File: src/rtl/mem_ctrl_pkg.sv
// Shared definitions for the memory-stage controller: FSM states, store-forward
// select encodings and the default access timeout.
package mem_ctrl_pkg;

  typedef enum logic [1:0] {
    StIdle   = 2'b00,
    StAccess = 2'b01,
    StDone   = 2'b10
  } state_e;

  localparam logic [1:0] FWD_NONE = 2'b00;
  localparam logic [1:0] FWD_MEM  = 2'b01;
  localparam logic [1:0] FWD_WB   = 2'b10;

  localparam int unsigned DEFAULT_TIMEOUT = 15;

endpackage

File: src/rtl/store_fwd_sel.sv
// Store-data forwarding mux: picks the value being written back when a
// forwarding hazard is flagged, otherwise the rs2 value from EX/MEM.
module store_fwd_sel
  import mem_ctrl_pkg::*;
(
  input  logic [1:0]  fwd_sel,
  input  logic [31:0] rs2_data,
  input  logic [31:0] wb_result,
  output logic [31:0] store_data
);

  always_comb begin
    store_data = rs2_data;
    case (fwd_sel)
      FWD_MEM, FWD_WB: store_data = wb_result;
      default:         store_data = rs2_data;
    endcase
  end

endmodule

File: src/rtl/mem_stage_ctrl.sv
// MEM-stage controller: issues one registered memory request per load/store,
// stalls the pipeline until ack or timeout, and returns captured load data.
module mem_stage_ctrl
  import mem_ctrl_pkg::*;
#(
  parameter int unsigned TIMEOUT = DEFAULT_TIMEOUT
) (
  input  logic        clk,
  input  logic        rst_n,
  input  logic        ex_mem_memread,
  input  logic        ex_mem_memwrite,
  input  logic [1:0]  ex_mem_FWD_RS2,
  input  logic [31:0] ex_mem_addr,
  input  logic [31:0] ex_mem_output_data_2,
  input  logic [31:0] wb_result,
  output logic        mem_req,
  output logic        mem_we,
  output logic [31:0] mem_addr,
  output logic [31:0] mem_wdata,
  input  logic        mem_ack,
  input  logic [31:0] mem_rdata,
  output logic        stall,
  output logic [31:0] read_data,
  output logic        read_valid,
  output logic        timeout_err
);

  localparam int unsigned CntW = $clog2(TIMEOUT) + 1;
  localparam logic [CntW-1:0] CntLast = CntW'(TIMEOUT - 1);
  localparam logic [CntW-1:0] CntMax  = '1;

  state_e            state_q, state_d;
  logic [CntW-1:0]   cnt_q, cnt_d;
  logic              req_q, req_d;
  logic              we_q, we_d;
  logic [31:0]       addr_q, addr_d;
  logic [31:0]       wdata_q, wdata_d;
  logic [31:0]       rdata_q, rdata_d;
  logic              rvalid_q, rvalid_d;
  logic              terr_q, terr_d;
  logic              stall_c;
  logic              access_req;
  logic [31:0]       store_data;

  assign access_req = ex_mem_memread | ex_mem_memwrite;

  store_fwd_sel u_store_fwd_sel (
    .fwd_sel    (ex_mem_FWD_RS2),
    .rs2_data   (ex_mem_output_data_2),
    .wb_result  (wb_result),
    .store_data (store_data)
  );

  always_comb begin
    state_d  = state_q;
    cnt_d    = cnt_q;
    req_d    = req_q;
    we_d     = we_q;
    addr_d   = addr_q;
    wdata_d  = wdata_q;
    rdata_d  = rdata_q;
    rvalid_d = 1'b0;
    terr_d   = terr_q;
    stall_c  = 1'b0;
    unique case (state_q)
      StIdle: begin
        if (access_req) begin
          stall_c = 1'b1;
          state_d = StAccess;
          cnt_d   = '0;
          req_d   = 1'b1;
          // A simultaneous read and write request is issued as a write.
          we_d    = ex_mem_memwrite;
          addr_d  = ex_mem_addr;
          wdata_d = store_data;
          terr_d  = 1'b0;
        end
      end
      StAccess: begin
        stall_c = 1'b1;
        if (!mem_ack && cnt_q != CntMax) begin
          cnt_d = cnt_q + CntW'(1);
        end
        // Ack takes priority over a coincident timeout.
        if (mem_ack) begin
          state_d  = StDone;
          req_d    = 1'b0;
          rvalid_d = ~we_q;
          if (!we_q) begin
            rdata_d = mem_rdata;
          end
        end else if (cnt_q == CntLast) begin
          state_d  = StDone;
          req_d    = 1'b0;
          terr_d   = 1'b1;
          rvalid_d = ~we_q;
          if (!we_q) begin
            rdata_d = '0;
          end
        end
      end
      StDone: begin
        state_d = StIdle;
      end
      default: begin
        state_d = StIdle;
      end
    endcase
  end

  always_ff @(posedge clk or negedge rst_n) begin
    if (!rst_n) begin
      state_q  <= StIdle;
      cnt_q    <= '0;
      req_q    <= 1'b0;
      we_q     <= 1'b0;
      addr_q   <= '0;
      wdata_q  <= '0;
      rdata_q  <= '0;
      rvalid_q <= 1'b0;
      terr_q   <= 1'b0;
    end else begin
      state_q  <= state_d;
      cnt_q    <= cnt_d;
      req_q    <= req_d;
      we_q     <= we_d;
      addr_q   <= addr_d;
      wdata_q  <= wdata_d;
      rdata_q  <= rdata_d;
      rvalid_q <= rvalid_d;
      terr_q   <= terr_d;
    end
  end

  // The request decode is combinational, so mask it while reset is held.
  assign stall       = stall_c & rst_n;
  assign mem_req     = req_q;
  assign mem_we      = we_q;
  assign mem_addr    = addr_q;
  assign mem_wdata   = wdata_q;
  assign read_data   = rdata_q;
  assign read_valid  = rvalid_q;
  assign timeout_err = terr_q;

endmodule

File: config.mk
export PLATFORM = sky130hd
export DESIGN_NAME = mem_stage_ctrl
export DESIGN_NICKNAME = d
export VERILOG_FILES = /design/src/rtl/mem_ctrl_pkg.sv /design/src/rtl/store_fwd_sel.sv /design/src/rtl/mem_stage_ctrl.sv
export SDC_FILE = /design/constraint.sdc
export NUM_CORES = 1
export LEC_CHECK = 0
export BUFFER_PORTS_ARGS = -buffer_cell sky130_fd_sc_hd__buf_2
export CAP_MARGIN = 20
export CORE_ASPECT_RATIO = 1.2
export CORE_MARGIN = 10
export CORE_UTILIZATION = 45
export DETAILED_ROUTE_END_ITERATION = 8
export GPL_TIMING_DRIVEN = 0
export PLACE_DENSITY = 0.82
export SETUP_SLACK_MARGIN = 0.2
export SLEW_MARGIN = 30
export SYNTH_ARGS = -nofsm -noshare
export SYNTH_HDL_FRONTEND = slang
export SYNTH_HIERARCHICAL = 1
export SYNTH_SLANG_ARGS = --single-unit
File: constraint.sdc
create_clock -name clk -period 2.5 [get_ports clk]
set_input_delay 0.5 -clock clk [delete_from_list [all_inputs] [get_ports clk]]
set_output_delay 0.5 -clock clk [all_outputs]
set_load 0.02 [all_outputs]
==> metrics.md <==
| Metric | Value |
|---|---|
| Status | finished clean |
| Total Nets Final | 681 |
| Gr ovfl total | 0 |
| CP peak stage delay | 0.45 ns |
| Synth top area share | 60.3% |
| CP Data Arrival Time | 2.45 ns |
| Total power | 7920 uW |
| Setup tns final | 0 ns |
| Deepest clock path buffer count | 2 |
| Most frequent cell on the critical path | ha_1 |
| Ranking of synthesized cells by area | dfrtp_1, mux2_2, a22o_1 |
| Setup crit end kind | flop |
| Initial core utilization | 46.4% |
| Number of fillers in the final layout | roughly 750 |
| Initial antenna violation count | 1 |
| Tightest Pin Transition | 0.505 ns |
| Cell Pwr Density | 1300 mW/mm^2 |
| Placed wire-length estimate | 10,600 um |
| Buf+Inv Stages, Crit Path | 1 |
| Seq pwr share | 37.6% |
| Internal | between 4000 and 5000 uW |
| Worst-path cell chain | ha_1, and3_1, ha_1, or4b_1, clkbuf_2, or3_1, a21boi_1 |
| CTS tree | built |
| Psw | 3130 uW |
| Vias in the first global route | 3,697 |
| Multi-input gate area | 0.00164 mm^2 |
| Final min period | 2.18 ns |
| Routability congestion estimate | 0.933 |
| Placed cell area | 0.00581 mm^2 |
| Async set-reset flop share out of synthesis | 100% |
| CTS clk-pin slew, worst paths | 0.07 ns |
| Clock network power share | roughly 16% |
| Storage element area | 0.00268 mm^2 |
| Crit path from | cnt_q[0] |
| Unrepaired setup endpoints after global routing | false |
| Comb power frac | 46.5% |
| Clock Latency Late Sink | 0.34 ns |
| VDD IR max | 0.671 mV |
| Most frequent cell after synthesis | dfrtp_1 |
| Synthesis-to-layout area growth | 36.7% |
| Startpoint types | flop |
| First-pass GRT wire length | about 20,000 um |
| First-pass DRT Iterations | 4 |
| Crit path max-delay cell type | or4b_1 |
| Top Ports | approximately 240 |
| Slack of the critical path | 0.318 ns |
| Synthesized-area fraction occupied by adder cells | 0.845% |
| Synth Area in Simple Gates | 2.34% |
| Worst EP required | 2.77 ns |
| Post-Syn Area per Cell | 15.0 um^2 |
| Static leakage | roughly 0.003 uW |
| Largest family of logic cells by synthesized area | multiplexers |
| Compound-Gate Fraction of Synth Area | 8.39% |
| Slew Viols, Final | 0 |
| WL final | 12,900 um |
| Reg2reg start | cnt_q[0] |
| Crit share post-route | 87.3% |
| XOR/XNOR Fraction of Synth Area | 0.366% |
| Netlist Area Pre-Place | 0.00444 mm^2 |
| Vias/cell | 5.00 |
| Die X | 111 um |
| Core region area | 0.00956 mm^2 |
| # setup viols final | 0 |
| Die H | 129 um |
| Port Buffers | between 200 and 250 |
| Drt wl/cell | 19.2 um |
| Largest net degree at the start of global routing | between 60 and 70 |
| Crit-path max FO | 7 |
| Hold WC Path Type | input pin to async pin |
| Clock Skew | 0.00425 ns |
| Finished Cell Area | between 0.006 and 0.007 mm^2 |
| Number of H-tree levels | 3 |
| Hold WS | 0.0839 ns |
| Mapped Cells | 296 |
| Starting DRT DRC Count | 149 |
| Post-synth top cells | dfrtp_1, mux2_2, a22o_1 |
| Seq/Total Area, Yosys | 60.3% |
| Sw Share | 39.5% |
| Post-synthesis mux area share | 25.0% |
| Setup WS pre-CTS | 0.247 ns |
| Max cap viols | 0 |
| Root Driver | clkbuf_16 |
| Sink Count | approximately 110 |
| Total vias in the final route | between 3k and 4k |
| Synth Register Bits | 107 |
| EDFF count, synth | 0 |
| Synthesized net count | 434 |
| Total CTS buffers | 9 |
| Highest clock rate | 458 MHz |
| Top cell family by delay on the critical path | simple AND/OR/NAND/NOR gates |
| Share of layout cells above drive strength 1 | 66.4% |
| DIE AREA | about 0.014 mm^2 |
| Critical path type | flop to flop |
| Num rows | 39 |
| DRC | 0 |
| Synth area leader | dfrtp_1 |
| Final hold violations | 0 |
| Unique masters post-synth | 31 |
| Relative slew slack | 66.1% |
| All-Layer GR Usage | 17.6% |
| Synth warn | 6 |
| Top_reg_cell synth | dfrtp_1 |
| Antenna-violating nets left | 0 |
==> worst reg2reg max path, stage by stage (launching register included) <==
cell and delay, ns:
dfrtp_1 0.42, ha_1 0.22, and3_1 0.18, ha_1 0.16
or4b_1 0.45, clkbuf_2 0.17, or3_1 0.36, a21boi_1 0.14
==> cell usage in the layout, fill, tap and decap left out <==
cell,instances
a21boi_1,1
a22o_1,34
and2_2,1
and3_1,1
and4b_1,1
buf_16,1
buf_2,242
buf_6,4
clkbuf_1,7
clkbuf_16,9
clkbuf_2,1
clkinv_2,5
clkinvlp_4,1
dfrtp_1,107
diode_2,1
ha_1,3
inv_1,6
mux2_2,95
mux2_4,2
mux2i_1,1
nand2_1,1
nand2b_1,1
nand3_1,1
nor2_1,6
nor3_1,1
nor3b_1,2
o21a_1,1
o21ai_0,1
o21ai_1,2
o21ai_2,1
o221ai_1,1
o31ai_1,3
o32ai_1,1
or2_2,1
or3_1,1
or4b_1,1
xnor2_2,1
==> stage by stage <==
stage,cells,utilization (%)
floorplan,296,-
detailed placement,655,60.7
finish,672,63.5
CTS,671,63.4
global route,672,63.5
global placement,654,60.3
==> cell families (layout without fill, tap and decap cells) <==
logic type               after synthesis  count (layout)
AO/OA/AOI/OAI                         45              45
XOR/XNOR                               1               1
adder cells (fa/ha/maj)                3               3
buffers and inverters                 24             276
flip-flops                           107             107
multiplexers                          98              98
other                                  0               1
AND/OR/NAND/NOR                       18              18
==> what timing repair did <==
| action | 4_1_cts | 5_1_grt |
|---|---|---|
| setup endpoints to repair | 0 | 1 |
| setup buffers | 0 | 0 |
| gates resized for setup | 0 | 2 |
| hold buffers | 0 | 0 |
==> worst paths after layout <==
kind,to,slack (ns),cells past startpoint
hold / removal,mem_wdata[6],0.08,1
setup / recovery,cnt_q[3],0.32,7
hold reg to reg,mem_addr[16],0.50,1
max in group asynchronous,read_data[22],1.79,2
min in group clk,read_data[5],0.37,2
setup reg to reg,cnt_q[3],0.32,7
==> area by class of cell <==
| class | count | area share, % |
|---|---|---|
| clock inverter | 6 | 0.536 |
| sequential | 107 | 44.1 |
| timing repair buffer | 236 | 19.9 |
| clock buffer | 10 | 3.77 |
| buffer | 18 | 1.67 |
| tap | 123 | 2.53 |
| antenna | 1 | 0.0412 |
| multi-input combinational | 165 | 27.1 |
| inverter | 6 | 0.371 |
==> routing by layer <==
metal,routed length [um],part of all wire [%],GRT usage (%)
met1,5250,41,20.2
met2,6440,50,29.8
met3,982,7.6,6.93
met4,231,1.8,5.75
met5,0,0,0
==> registers in the layout, indices dropped and copies added, names as in the netlist <==
register / flops
cnt_q: 5
mem_addr: 32
mem_req: 1
mem_wdata: 32
mem_we: 1
read_data: 32
read_valid: 1
state_q: 2
timeout_err: 1
==> power groups by stage <==
stage	clock network (uW)	registers [uW]	logic, uW
3_3_place_gp	0	2940	3660
5_1_grt	1360	3070	3940
6_report	1260	2980	3680
4_1_cts	1290	2980	3750
2_1_floorplan	0	3960	1360
3_5_place_dp	0	2990	3750
(Power assumes the default switching activity.)
